<file path="src/rtl/md5_dispatcher_if.sv">
// Host word-stream handshake into md5_dispatcher: one 32-bit message word per accepted beat,
// with the block tag sampled alongside word 0.
interface md5_dispatcher_if #(
  parameter int TAG_W = 16
);
  logic             in_valid;
  logic             in_ready;
  logic [31:0]      in_data;
  logic [TAG_W-1:0] in_tag;

  modport master (output in_valid, in_data, in_tag, input in_ready);
  modport slave  (input in_valid, in_data, in_tag, output in_ready);
endinterface

</file>
<file path="src/rtl/md5_dispatcher.sv">
// md5_dispatcher: loads host blocks into the two md5unit lanes round-robin and reports digest matches.
// Optional per-lane watchdog is built only when MD5_TIMEOUT_EN is defined.
module md5_dispatcher #(
  parameter int TIMEOUT_CYCLES = 512,
  parameter int TAG_W          = 16
) (
  input  logic              clk,
  input  logic              reset,
  md5_dispatcher_if.slave   host,
  input  logic [127:0]      target_i,
  output logic [1:0]        unit_reset_o,
  output logic [1:0]        unit_start_o,
  output logic              unit_write_o,
  output logic [31:0]       unit_writedata_o,
  output logic [4:0]        unit_writeaddr_o,
  input  logic [127:0]      unit_digest0_i,
  input  logic [127:0]      unit_digest1_i,
  input  logic [1:0]        unit_done_i,
  output logic              match_valid_o,
  output logic [TAG_W-1:0]  match_tag_o,
  output logic              match_lane_o,
  output logic [31:0]       blocks_done_o,
  output logic              busy_o,
  output logic [1:0]        timeout_err_o
);
  typedef enum logic [1:0] {L_IDLE, L_LOAD, L_START} load_e;
  typedef enum logic [1:0] {S_IDLE, S_LOADING, S_RUNNING, S_COMPLETE} lane_e;

  load_e            load_q;
  lane_e            lane_q [2];
  logic             sel_q, last_q;
  logic [3:0]       idx_q;
  logic             in_ready_q, rst_hold_q;
  logic [1:0]       unit_reset_q, unit_start_q;
  logic             wr_q;
  logic [31:0]      wdata_q;
  logic [4:0]       waddr_q;
  logic [TAG_W-1:0] tag_q [2];
  logic [1:0]       mask_q [2];
  logic [1:0]       eq_q;
  logic             match_valid_q, match_lane_q;
  logic [TAG_W-1:0] match_tag_q;
  logic [31:0]      blocks_q;
  logic [127:0]     digest [2];
  logic             pick_ok_d, pick_d, rep_ok_d, rep_d;

`ifdef MD5_TIMEOUT_EN
  localparam int CNT_W = $clog2(TIMEOUT_CYCLES + 1);
  logic [CNT_W-1:0] cnt_q [2];
  logic [1:0]       terr_q;
  assign timeout_err_o = terr_q;
`else
  logic unused_timeout;
  assign unused_timeout = (TIMEOUT_CYCLES > 0);
  assign timeout_err_o  = 2'b00;
`endif

  assign digest[0] = unit_digest0_i;
  assign digest[1] = unit_digest1_i;

  // Round-robin lane pick prefers the lane after the last one used; lane 0 reports before lane 1.
  always_comb begin
    pick_ok_d = 1'b0;
    pick_d    = ~last_q;
    if (lane_q[~last_q] == S_IDLE) begin
      pick_ok_d = 1'b1;
    end else if (lane_q[last_q] == S_IDLE) begin
      pick_ok_d = 1'b1;
      pick_d    = last_q;
    end
    rep_ok_d = 1'b0;
    rep_d    = 1'b0;
    if (lane_q[0] == S_COMPLETE) begin
      rep_ok_d = 1'b1;
    end else if (lane_q[1] == S_COMPLETE) begin
      rep_ok_d = 1'b1;
      rep_d    = 1'b1;
    end
  end

  always_ff @(posedge clk or negedge reset) begin
    if (!reset) begin
      load_q        <= L_IDLE;
      sel_q         <= 1'b0;
      last_q        <= 1'b1;
      idx_q         <= '0;
      in_ready_q    <= 1'b0;
      rst_hold_q    <= 1'b1;
      unit_reset_q  <= 2'b11;
      unit_start_q  <= '0;
      wr_q          <= 1'b0;
      wdata_q       <= '0;
      waddr_q       <= '0;
      eq_q          <= '0;
      match_valid_q <= 1'b0;
      match_lane_q  <= 1'b0;
      match_tag_q   <= '0;
      blocks_q      <= '0;
      for (int l = 0; l < 2; l++) begin
        lane_q[l] <= S_IDLE;
        tag_q[l]  <= '0;
        mask_q[l] <= '0;
`ifdef MD5_TIMEOUT_EN
        cnt_q[l]  <= '0;
`endif
      end
`ifdef MD5_TIMEOUT_EN
      terr_q <= '0;
`endif
    end else begin
      unit_start_q  <= '0;
      wr_q          <= 1'b0;
      match_valid_q <= 1'b0;
      rst_hold_q    <= 1'b0;
      unit_reset_q  <= {2{rst_hold_q}};

      case (load_q)
        L_IDLE: begin
          if (pick_ok_d) begin
            sel_q          <= pick_d;
            last_q         <= pick_d;
            lane_q[pick_d] <= S_LOADING;
            idx_q          <= '0;
            in_ready_q     <= 1'b1;
            load_q         <= L_LOAD;
          end
        end
        L_LOAD: begin
          if (host.in_valid) begin
            wr_q    <= 1'b1;
            wdata_q <= host.in_data;
            waddr_q <= {sel_q, idx_q};
            idx_q   <= idx_q + 4'd1;
            if (idx_q == 4'd0) tag_q[sel_q] <= host.in_tag;
            if (idx_q == 4'd15) begin
              in_ready_q <= 1'b0;
              load_q     <= L_START;
            end
          end
        end
        L_START: begin
          unit_start_q[sel_q] <= 1'b1;
          lane_q[sel_q]       <= S_RUNNING;
          mask_q[sel_q]       <= 2'd2;
`ifdef MD5_TIMEOUT_EN
          cnt_q[sel_q]        <= '0;
`endif
          load_q              <= L_IDLE;
        end
        default: load_q <= L_IDLE;
      endcase

      // The start cycle and the one after it may still show the previous block's done level.
      for (int l = 0; l < 2; l++) begin
        if (lane_q[l] == S_RUNNING) begin
          if (mask_q[l] != 2'd0) begin
            mask_q[l] <= mask_q[l] - 2'd1;
          end else if (unit_done_i[l]) begin
            lane_q[l] <= S_COMPLETE;
            eq_q[l]   <= (digest[l] == target_i);
          end
`ifdef MD5_TIMEOUT_EN
          if (!(mask_q[l] == 2'd0 && unit_done_i[l])) begin
            if (cnt_q[l] == CNT_W'(TIMEOUT_CYCLES - 1)) begin
              lane_q[l]       <= S_IDLE;
              terr_q[l]       <= 1'b1;
              unit_reset_q[l] <= 1'b1;
            end else begin
              cnt_q[l] <= cnt_q[l] + 1'b1;
            end
          end
`endif
        end
      end

      if (rep_ok_d) begin
        lane_q[rep_d] <= S_IDLE;
        blocks_q      <= blocks_q + 32'd1;
        if (eq_q[rep_d]) begin
          match_valid_q <= 1'b1;
          match_tag_q   <= tag_q[rep_d];
          match_lane_q  <= rep_d;
        end
      end
    end
  end

  assign host.in_ready    = in_ready_q;
  assign unit_reset_o     = unit_reset_q;
  assign unit_start_o     = unit_start_q;
  assign unit_write_o     = wr_q;
  assign unit_writedata_o = wdata_q;
  assign unit_writeaddr_o = waddr_q;
  assign match_valid_o    = match_valid_q;
  assign match_tag_o      = match_tag_q;
  assign match_lane_o     = match_lane_q;
  assign blocks_done_o    = blocks_q;
  assign busy_o           = (load_q != L_IDLE) || (lane_q[0] != S_IDLE) || (lane_q[1] != S_IDLE);
endmodule

</file>
<file path="src/flat_wrapper.sv">
// flat-port wrapper written by rule: the top's interface ports become plain ports
module md5_dispatcher_flat 
#(
  parameter int TIMEOUT_CYCLES = 512,
  parameter int TAG_W          = 16
)
  (clk, reset, target_i, unit_reset_o, unit_start_o, unit_write_o, unit_writedata_o, unit_writeaddr_o, unit_digest0_i, unit_digest1_i, unit_done_i, match_valid_o, match_tag_o, match_lane_o, blocks_done_o, busy_o, timeout_err_o, host_in_valid, host_in_data, host_in_tag, host_in_ready);
  md5_dispatcher_if #(.TAG_W(TAG_W)) host_i ();
  input  logic clk;
  input  logic reset;
  input  logic [127:0] target_i;
  output logic [1:0] unit_reset_o;
  output logic [1:0] unit_start_o;
  output logic unit_write_o;
  output logic [31:0] unit_writedata_o;
  output logic [4:0] unit_writeaddr_o;
  input  logic [127:0] unit_digest0_i;
  input  logic [127:0] unit_digest1_i;
  input  logic [1:0] unit_done_i;
  output logic match_valid_o;
  output logic [TAG_W-1:0] match_tag_o;
  output logic match_lane_o;
  output logic [31:0] blocks_done_o;
  output logic busy_o;
  output logic [1:0] timeout_err_o;
  input wire logic [$bits(host_i.in_valid)-1:0] host_in_valid;
  input wire logic [$bits(host_i.in_data)-1:0] host_in_data;
  input wire logic [$bits(host_i.in_tag)-1:0] host_in_tag;
  output wire logic [$bits(host_i.in_ready)-1:0] host_in_ready;
  assign host_i.in_valid = host_in_valid;
  assign host_i.in_data = host_in_data;
  assign host_i.in_tag = host_in_tag;
  assign host_in_ready = host_i.in_ready;
  md5_dispatcher #(.TIMEOUT_CYCLES(TIMEOUT_CYCLES), .TAG_W(TAG_W)) u_core (.clk(clk), .reset(reset), .host(host_i), .target_i(target_i), .unit_reset_o(unit_reset_o), .unit_start_o(unit_start_o), .unit_write_o(unit_write_o), .unit_writedata_o(unit_writedata_o), .unit_writeaddr_o(unit_writeaddr_o), .unit_digest0_i(unit_digest0_i), .unit_digest1_i(unit_digest1_i), .unit_done_i(unit_done_i), .match_valid_o(match_valid_o), .match_tag_o(match_tag_o), .match_lane_o(match_lane_o), .blocks_done_o(blocks_done_o), .busy_o(busy_o), .timeout_err_o(timeout_err_o));
endmodule
</file>
<file path="config.mk">
export PLATFORM = sky130hd
export DESIGN_NAME = md5_dispatcher_flat
export DESIGN_NICKNAME = d
export VERILOG_FILES = /design/src/rtl/md5_dispatcher_if.sv /design/src/rtl/md5_dispatcher.sv /design/src/flat_wrapper.sv
export SDC_FILE = /design/constraint.sdc
export NUM_CORES = 1
export LEC_CHECK = 0
export ABC_CLOCK_PERIOD_IN_PS = 5350
export CORE_AREA = 2 2 206 208
export DETAILED_ROUTE_END_ITERATION = 12
export DIE_AREA = 0 0 208 210
export MAX_ROUTING_LAYER = met4
export RECOVER_POWER = 50
export SYNTH_ARGS = -nofsm -noshare
export SYNTH_HDL_FRONTEND = slang
export SYNTH_SLANG_ARGS = --single-unit
export TNS_END_PERCENT = 1
</file>
<file path="constraint.sdc">
create_clock -name clk -period 5.35 [get_ports clk]
set_input_delay 0.535 -clock clk [delete_from_list [all_inputs] [get_ports clk]]
set_output_delay 0.535 -clock clk [all_outputs]
set_load 0.1 [all_outputs]
</file>
=== Word-level counts from Yosys, hierarchy flattened ===
Index checks and enable logic that the tools add are counted.
W data, S select, Z words.

* Bits in registers: 143
* Latch bits: 0
* Memory bits (writable): 0
* ROM bits: 0
* Memories kept: 0

* Add/sub/neg operators: 4
* Multipliers: 0
* Div/mod/pow operators: 0
* Order comparisons: 11
* Eq/ne operators: 12
* Shift-type cells: 0
* Mux-type cells: 59
* Bitwise logic cells: 18
* Reductions and logical operators: 25

{| class="wikitable"
|+ Operator list
! operator !! count
|-
| $eq A128 B128 Y1 || 2
|-
| $mux W16 || 4
|-
| $mux W2 || 23
|-
| $add A32 B1 Y32 const B || 1
|-
| $bwmux W32 || 1
|-
| $mux W4 || 5
|-
| $mux W1 || 17
|-
| $demux W16 S1 || 1
|-
| $pmux W4 S2 || 2
|-
| $reduce_and A3 Y1 || 5
|-
| $reduce_bool A2 Y1 || 6
|-
| $eq A2 B2 Y1 const B || 5
|-
| $ge A2 B2 Y1 const B || 5
|-
| $not A1 Y2 || 5
|-
| $and A2 B2 Y2 || 3
|-
| $demux W2 S1 || 3
|-
| $logic_not A2 Y1 || 3
|-
| $lt A2 B1 Y1 const B || 3
|-
| $or A2 B2 Y2 || 3
|-
| $reduce_and A2 Y1 || 3
|-
| $add A4 B1 Y4 const B || 1
|-
| $and A4 B4 Y4 || 1
|-
| $eq A4 B4 Y1 const B || 1
|-
| $logic_and A1 B1 Y1 || 4
|-
| other kinds (15) || 22
|}

=== Logic depth before layout (Yosys ltp) ===
Gate-level depths: netlist of run 1.

* Word-level depth: 21
* Gate-level depth with buffers: 8
* Gate-level depth less buffers: 6

=== Worst setup path before layout of run 1 ===
No wires, ideal clock.

* Kind: register to register
* Start point: register u_core.blocks_q[7] (netlist: u_core.blocks_done_o[7])
* End point: register u_core.blocks_q[31] (netlist: u_core.blocks_done_o[31])
* Arrival time: 2.349 ns
* Data required time: 5.192 ns
* Setup slack: 2.843 ns
* Cell stages (with the launch flop): 6
* Path buffers: 0
* Period minus slack after synthesis: 2.507 ns
* Cell sequence: dfrtp_1 nand4_4 nor4_4 nor3b_4 nand4_1 xnor2_1

* Cells in the longest elaborated chain, start to end: 1

{| class="wikitable"
|+ Ends and longest elaborated chain
! element !! line !! source
|-
| start: declaration || md5_dispatcher.sv:43 || <nowiki>logic [31:0] blocks_q;</nowiki>
|-
| start signal: assignment || md5_dispatcher.sv:178 || <nowiki>blocks_q <= blocks_q + 32'd1;</nowiki>
|-
| $add A32 B1 Y32 || md5_dispatcher.sv:178 ||
|}

No other way between the ends.
A chain may end at the register's enable or synchronous reset.

=== Worst setup path in the final report of run 1 ===
* Start point: register u_core.lane_q[1] (netlist name)
* End point: register u_core.match_tag_q[13] (netlist: u_core.match_tag_o[13])

* Cells in the longest elaborated chain, start to end: 7

{| class="wikitable"
|+ Ends and longest elaborated chain
! element !! line !! source
|-
| start: declaration || md5_dispatcher.sv:30 || <nowiki>lane_e lane_q [2];</nowiki>
|-
| start signal: indexed assignment || md5_dispatcher.sv:100 || <nowiki>lane_q[l] <= S_IDLE;</nowiki>
|-
| start signal: indexed assignment || md5_dispatcher.sv:122 || <nowiki>lane_q[pick_d] <= S_LOADING;</nowiki>
|-
| start signal: indexed assignment || md5_dispatcher.sv:143 || <nowiki>lane_q[sel_q] <= S_RUNNING;</nowiki>
|-
| $eq A2 B2 Y1 * || md5_dispatcher.sv:75 || <nowiki>end else if (lane_q[1] == S_COMPLETE) begin</nowiki>
|-
| $mux W1 * || md5_dispatcher.sv:75 ||
|-
| $mux W1 || md5_dispatcher.sv:73 || <nowiki>if (lane_q[0] == S_COMPLETE) begin</nowiki>
|-
| $not A1 Y2 (implied by the code) || md5_dispatcher.sv:181 || <nowiki>match_tag_q <= tag_q[rep_d];</nowiki>
|-
| $mux W16 (implied by the code) (3 in series) || md5_dispatcher.sv:181 ||
|-
| end signal: assignment || md5_dispatcher.sv:181 ||
|-
| end: declaration || md5_dispatcher.sv:42 || <nowiki>logic [TAG_W-1:0] match_tag_q;</nowiki>
|}

Every way passes the cells marked *; elsewhere a longest branch is shown, timed or not. The select of a mux whose other input is x is not followed.

==> results of run 1 <==
[worst min path at each step]
stage / depth (start not counted) / startpoint / end / slack [ns]
2_1_floorplan: 0 / reset / u_core.blocks_done_o[0]$_DFFE_PN0N_ / 0.24
3_3_place_gp: 0 / u_core.rst_hold_q$_DFF_PN1_ / u_core.unit_reset_o[0]$_DFF_PN1_ / 0.35
3_5_place_dp: 0 / u_core.rst_hold_q$_DFF_PN1_ / u_core.unit_reset_o[0]$_DFF_PN1_ / 0.35
4_1_cts: 1 / reset / u_core.blocks_done_o[28]$_DFFE_PN0N_ / 0.17
5_1_grt: 1 / reset / u_core.blocks_done_o[23]$_DFFE_PN0N_ / 0.20
6_report: 1 / reset / u_core.blocks_done_o[23]$_DFFE_PN0N_ / 0.14
[synth_stat cells (8+ instances only)]
master	number	area, µm²
a21oi_1	10	50.1
dfrtp_1	140	3500
inv_1	8	30.0
mux2_2	29	327
mux2i_1	17	170
nand2_1	151	567
nand3_1	15	75.1
nand4_1	47	294
nor2_1	18	67.6
nor4_1	41	257
o21ai_0	25	125
xnor2_1	150	1310
xor2_1	139	1220
[cell families (layout without fill, tap and decap cells)]
logic type | after synthesis | in the layout | share of synthesized area
muxes | 49 | 49 | 0.0613
other | 1 | 20 | 0.000434
adders and majority gates | 3 | 3 | 0.00434
and+or+nand+nor | 304 | 304 | 0.180
xor gates and xnor gates | 289 | 289 | 0.293
buffers and inverters | 29 | 575 | 0.0153
AOI/OAI and AO/OA | 47 | 47 | 0.0320
DFF | 143 | 143 | 0.414
[critical path: stages (launching register included)]
cell      delay, ns
dfrtp_1        0.46
nand2_1        0.09
a21oi_1        2.03
a21boi_2       0.10
clkbuf_1       0.61
nand2_1        0.23
o21ai_0        0.10
[metal layers]
| metal | up-vias | routed length (µm) |
|---|---|---|
| met5 | - | 0 |
| met4 | 0 | 1190 |
| met3 | 50 | 3340 |
| met2 | 369 | 27000 |
| met1 | 4155 | 20200 |
| li1 | 4035 | - |
[power groups by stage]
stage / combinational [mW] / sequential, mW / clock, mW
after detailed placement: 0.663 / 1.10 / 0
final: 0.659 / 1.08 / 1.09
after CTS: 0.667 / 1.08 / 1.13
after global placement: 0.665 / 1.10 / 0
after floorplan: 0.171 / 1.11 / 0
after global routing: 0.700 / 1.08 / 1.18
[layout make-up]
type	instances	area [µm²]
timing repair buffer	535	5330
antenna	17	42.5
tap	539	674
fill	4265	26300
clock buffer	18	439
inverter	8	30.0
clock inverter	14	108
multi-input combinational	695	4920
sequential	143	3580
[registers in the layout, indices dropped and copies added (netlist names)]
register	count
u_core.blocks_done_o	32
u_core.eq_q	2
u_core.host.in_ready	1
u_core.idx_q	4
u_core.lane_q	4
u_core.last_q	1
u_core.load_q	2
u_core.mask_q	4
u_core.match_lane_o	1
u_core.match_tag_o	16
u_core.match_valid_o	1
u_core.rst_hold_q	1
u_core.sel_q	1
u_core.tag_q	32
u_core.unit_reset_o	1
u_core.unit_start_o	2
u_core.unit_write_o	1
u_core.unit_writeaddr_o	5
u_core.unit_writedata_o	32
[through the flow]
stage	setup slack, ns	instances
finish	1.53	1969
global route	1.12	1967
detailed placement	2.60	1920
CTS	2.17	1952
global placement	2.59	1920
floorplan	2.84	867
==> summary.txt, run 1 <==
Global routing
  – Largest net degree at the start of global routing: between 80 and 90
  – Total grt overflow: 0
  – Global-route wire length before repair: ~70000 µm
  – M3 GR Usage: 0.0551
  – Gr busiest metal: met2
  – Number of global-route vias before repair: between 9k and 10k
  – Grt met2 use: 0.436
  – Total GRT Usage: 0.241
  – Initial antenna violation count: 24
  – GR Util met1: 0.266

Clock network
  – Skew-Pair Late Insertion Delay: 0.43 ns
  – Post-cts sizing count: 0
  – Reg clk slew, reported paths: around 0.06 ns
  – TritonCTS Buffers: 17
  – Clock root cell: clkbuf_16
  – Setup Fix Bufs, Post-CTS: 0
  – Max H-tree Level: 4
  – CTS hold repair buffers: 0
  – CTS Sinks: between 100 and 150
  – CTS tree: done
  – Clock Path Buffers: 2

Pwr
  – Switching portion of total power: 0.264
  – Peak VDD IR: approximately 0.17 mV
  – Total power: approximately 2.8 mW
  – Seq pwr share: 0.382
  – Internal power: ~2.1 mW
  – Clock power frac: 0.385
  – Leak Pwr: 6.12 nW
  – Pwr Density: between 150 and 200 mW/mm²
  – Combinational share of power: 0.233
  – P_sw: approximately 750 µW

Timing
  – Clk_skew: between 0.01 and 0.015 ns
  – Period utilization: 0.713
  – WHS: between 0.1 and 0.15 ns
  – Max Freq: 0.262 GHz
  – RSZ-0062 raised after global routing: no
  – Min cycle time layout: 3.82 ns
  – Slew HR: -0.838
  – Final setup viols: 0
  – Fin. Hold Viols: 0
  – TNS Setup: 0 ns
  – Slew @ Worst Pin: roughly 2.8 ns
  – Fin. max-slew vios: 65

Synthesis
  – Synth cell types: 48
  – Syn_area_per_cell: approximately 10 µm²
  – Post-Synthesis Cells: 865
  – Sequential area share after synthesis: 0.414
  – Yosys warning total: 0
  – Post-synth EDFFs: 0
  – Synth Flop Type: dfrtp_1
  – FFs w/ async S/R, synth: 1.00
  – Mapped Area: between 0.008 and 0.009 mm²
  – Post-synthesis register bit count: approximately 140

Critical path
  – WP data required: between 5 and 6 ns
  – Crit path launch type: flip-flop
  – Crit Path Class: flip-flop to flip-flop
  – R2r worst-path depth: 6
  – Critical Path Fanout Max: 33
  – Worst r2r src: u_core.lane_q[1]$_DFF_PN0_
  – Worst EP arrival: about 4 ns
  – Critical path origin: u_core.lane_q[1]$_DFF_PN0_
  – Flop2flop setup slack: about 1.5 ns
  – Worst R2R End: u_core.match_tag_o[13]$_DFFE_PN0P_
  – Crit path capture: u_core.match_tag_o[13]$_DFFE_PN0P_
  – CP endpoint kind: flip-flop

Floorplanning
  – Core area: just over 0.04 mm²
  – Initial Util: 0.209
  – Die W: approximately 210 µm
  – Num ports: about 530
  – # rows: 75
  – Die area: about 0.044 mm²
  – Die height: 210 µm

Detailed routing
  – Drt initial violations: between 400 and 500
  – Vias after detailed routing: ~8.6k
  – Initial DRT Pass Iterations: 6
  – DRC: 0
  – Post-route ant nets: 0
  – DR WL/cell: between 20 and 30 µm
  – Routed vias/inst: roughly 4.4
  – Routed WL: 51700 µm

Placement
  – Placed cell area: around 0.015 mm²
  – Port buffer count: 530
  – GPL Wtd Cong: between 0.9 and 1
  – Hpwl dp: around 46000 µm

Job
  – Max-cap viol count: 2

Finish
  – Final Util: 0.365
  – Area grow syn2layout: 74.9%
  – Final instance area: 0.0151 mm²
  – Nets@finish: 1840
  – Most common cell after layout, fill and taps aside: clkdlybuf4s50_1
  – Share of layout cells above drive strength 1: 0.0552
  – Commonest cells after routing, fill and taps aside: clkdlybuf4s50_1, nand2_1, xnor2_1

Min path
  – Hold WC Path Type: input port to asynchronous set/reset pin

Outcome
  – Status: finished with violations
  – Failing checks: capacitance limit, slew limit
(Power assumes the default switching activity.)
==> run 2: changes to the inputs <==
Settings changed: ABC_CLOCK_PERIOD_IN_PS 5350 to 3350.
Clock period 5.35 ns to 3.35 ns, I/O delays scaled along.
==> run 2 against run 1 <==
Against the previous run: sequential share of layout area fell by 0.070 points; sequential power rose by 60%; sequential cell count did not move; core utilization rose by 0.11 points; register-to-register slack got worse by 0.66 ns; clock-buffer cell count rose by 5; the flow still finishes with violations (capacitance limit, slew limit); largest cell class unchanged; total power rose by 61%.
==> summary.txt, run 2 (same netlist as run 1, synthesis figures left out) <==
Outcome
  – Status: finished with violations
  – Failing checks: capacitance limit, slew limit

Finish
  – Non-Filler Instances: 1976 (+0.36%)
  – Final instance area: 0.0152 mm² (+0.30%)
  – Area occupied by multi-input gates: 0.00493 mm² (+0.23%)
  – Share of layout cells above drive strength 1: 0.0572 (+0.00196)
  – Commonest cells after routing, fill and taps aside: clkdlybuf4s50_1, nand2_1, xnor2_1
  – Final Util: 0.366 (+0.00109)
  – Area grow syn2layout: 75.4%
  – Sequential cell area: 0.00358 mm² (unchanged)
  – Fillers: 4288 (+0.54%)
  – Nets@finish: 1844 (+0.22%)
  – Most common cell after layout, fill and taps aside: clkdlybuf4s50_1

Floorplanning
  – Die area: 0.0437 mm² (unchanged)
  – Num ports: 533 (unchanged)
  – Core area: 0.0415 mm² (unchanged)
  – Die height: 210 µm (unchanged)
  – # rows: 75 (unchanged)
  – Initial Util: 0.209 (unchanged)
  – Die W: 208 µm (unchanged)

Timing
  – WHS: 0.355 ns (+0.214 ns)
  – Fin. max-slew vios: 72 (+11%)
  – TNS Setup: 0 ns (unchanged)
  – Max Freq: 0.404 GHz (+54%)
  – Final setup viols: 0 (unchanged)
  – RSZ-0062 raised after global routing: no
  – Min cycle time layout: 2.47 ns (-1.34 ns)
  – Slew @ Worst Pin: 1.83 ns (-0.927 ns)
  – Period utilization: 0.738 (+0.0251)
  – Fin. Hold Viols: 0 (unchanged)
  – Clk_skew: 0.0122 ns (+0.00120 ns)
  – Slew HR: -0.220 (+0.618)
  – Post-route setup slack: 0.876 ns (-0.657 ns)

Pwr
  – Seq pwr share: 0.380 (-0.002)
  – Peak VDD IR: 0.249 mV (+51%)
  – Combinational share of power: 0.234 (about the same)
  – Clock power frac: 0.387 (+0.002)
  – Pwr Density: 300 mW/mm² (+60%)
  – Switching portion of total power: 0.258 (-0.00553)
  – P_sw: 1.18 mW (+58%)
  – Leak Pwr: 6.13 nW (+0.22%)
  – Internal power: 3.38 mW (+62%)
  – Total power: 4.56 mW (+61%)

Placement
  – Worst slack, placed: 0.850 ns (-1.75 ns)
  – DP Cell Count: 1923 (+0.16%)
  – GPL Wtd Cong: 1.00 (+0.86%)
  – Hpwl dp: 46400 µm (about the same)
  – Port buffer count: 530 (unchanged)
  – Placed cell area: 0.0146 mm² (+0.19%)

Clock network
  – CTS tree: done
  – Clock Path Buffers: 2 (unchanged)
  – Setup Fix Bufs, Post-CTS: 0 (unchanged)
  – TritonCTS Buffers: 17 (unchanged)
  – Max H-tree Level: 4 (unchanged)
  – CTS Sinks: 143 (unchanged)
  – Skew-Pair Late Insertion Delay: 0.43 ns (about the same)
  – Reg clk slew, reported paths: 0.06 ns (about the same)
  – Post-cts sizing count: 0 (unchanged)
  – Clock root cell: clkbuf_16

Job
  – Max-cap viol count: 2 (unchanged)

Global routing
  – Total grt overflow: 0 (unchanged)
  – Number of global-route vias before repair: 9153 (-1.8%)
  – Global-route wire length before repair: 70400 µm (-0.43%)
  – Total GRT Usage: 0.241 (about the same)
  – Grt met2 use: 0.443 (+0.00699)
  – Gr busiest metal: met2
  – Largest net degree at the start of global routing: 73 (-11%)
  – Initial antenna violation count: 23 (-4.2%)
  – GR Util met1: 0.260 (-0.00680)
  – M3 GR Usage: 0.0626 (+0.00745)

Critical path
  – WP data required: 3.59 ns (-2.01 ns)
  – Crit-path cells: nand2_1 > a21oi_1 > clkbuf_1 > mux2i_1 > o21ai_0
  – Crit Path Class: flip-flop to flip-flop
  – CP endpoint kind: flip-flop
  – Crit path launch type: flip-flop
  – Critical Path Fanout Max: 19 (-42%)
  – Largest stage delay on the critical path: 1.11 ns (-0.92 ns)
  – Slowest-stage cell, CP: clkbuf_1
  – Worst EP arrival: 2.71 ns (-1.36 ns)

Detailed routing
  – Post-route ant nets: 0 (unchanged)
  – Routed WL: 51800 µm (about the same)
  – Vias after detailed routing: 8614 (+0.058%)
  – DR WL/cell: 26.2 µm (-0.27%)
  – DRC: 0 (unchanged)
  – Drt initial violations: 451 (+3.7%)
  – Initial DRT Pass Iterations: 5 (-1)
  – Routed vias/inst: 4.36 (-0.30%)

Min path
  – Hold WC Path Type: flip-flop to flip-flop
-- run 2: what timing repair did --
| action | 4_1_cts | 5_1_grt |
|---|---|---|
| endpoints found under the hold margin | 69 | 0 |
| hold buffers | 1 | 0 |
| setup endpoints to repair | 0 | 0 |
-- run 2: worst paths after layout --
kind,from,end,slack [ns],depth (start not counted)
min,u_core.rst_hold_q$_DFF_PN1_,u_core.unit_reset_o[0]$_DFF_PN1_,0.36,0
min in group asynchronous,reset,u_core.blocks_done_o[23]$_DFFE_PN0N_,0.95,2
max,u_core.lane_q[1]$_DFF_PN0_,u_core.match_tag_o[3]$_DFFE_PN0P_,0.88,5
min reg2reg,u_core.rst_hold_q$_DFF_PN1_,u_core.unit_reset_o[0]$_DFF_PN1_,0.36,0
max in group asynchronous,reset,u_core.unit_write_o$_DFF_PN0_,1.19,3
max reg2reg,u_core.lane_q[1]$_DFF_PN0_,u_core.match_tag_o[3]$_DFFE_PN0P_,0.88,5
-- run 2: worst max-delay path: cells and delay by family, from the launching register on --
family,cells,cell delay [ns]
and+or+nand+nor,1,0.10
AOI/OAI and AO/OA,2,0.30
muxes,1,0.28
DFF,1,0.47
buffers and inverters,1,1.11
-- run 2: layer usage --
metal | part of all wire | up-vias
met4 | 0.019 | 0
met3 | 0.068 | 39
met5 | 0 | -
li1 | - | 4048
met1 | 0.38 | 4154
met2 | 0.53 | 373
-- run 2: final cells by class --
cell class	count	share of cell area
Antenna cell	20	0.00330
Clock buffer	23	0.0322
Clock inverter	9	0.00404
Inverter	8	0.00198
Multi-Input combinational cell	695	0.325
Sequential cell	143	0.236
Tap cell	539	0.0444
Timing Repair Buffer	539	0.353
-- run 2: power by group through the flow --
| stage | logic [mW] | clock network, mW | registers [mW] |
|---|---|---|---|
| floorplan | 0.273 | 0 | 1.77 |
| CTS | 1.08 | 1.81 | 1.73 |
| detailed placement | 1.07 | 0 | 1.76 |
| global placement | 1.08 | 0 | 1.76 |
| global route | 1.13 | 1.88 | 1.73 |
| finish | 1.06 | 1.76 | 1.73 |
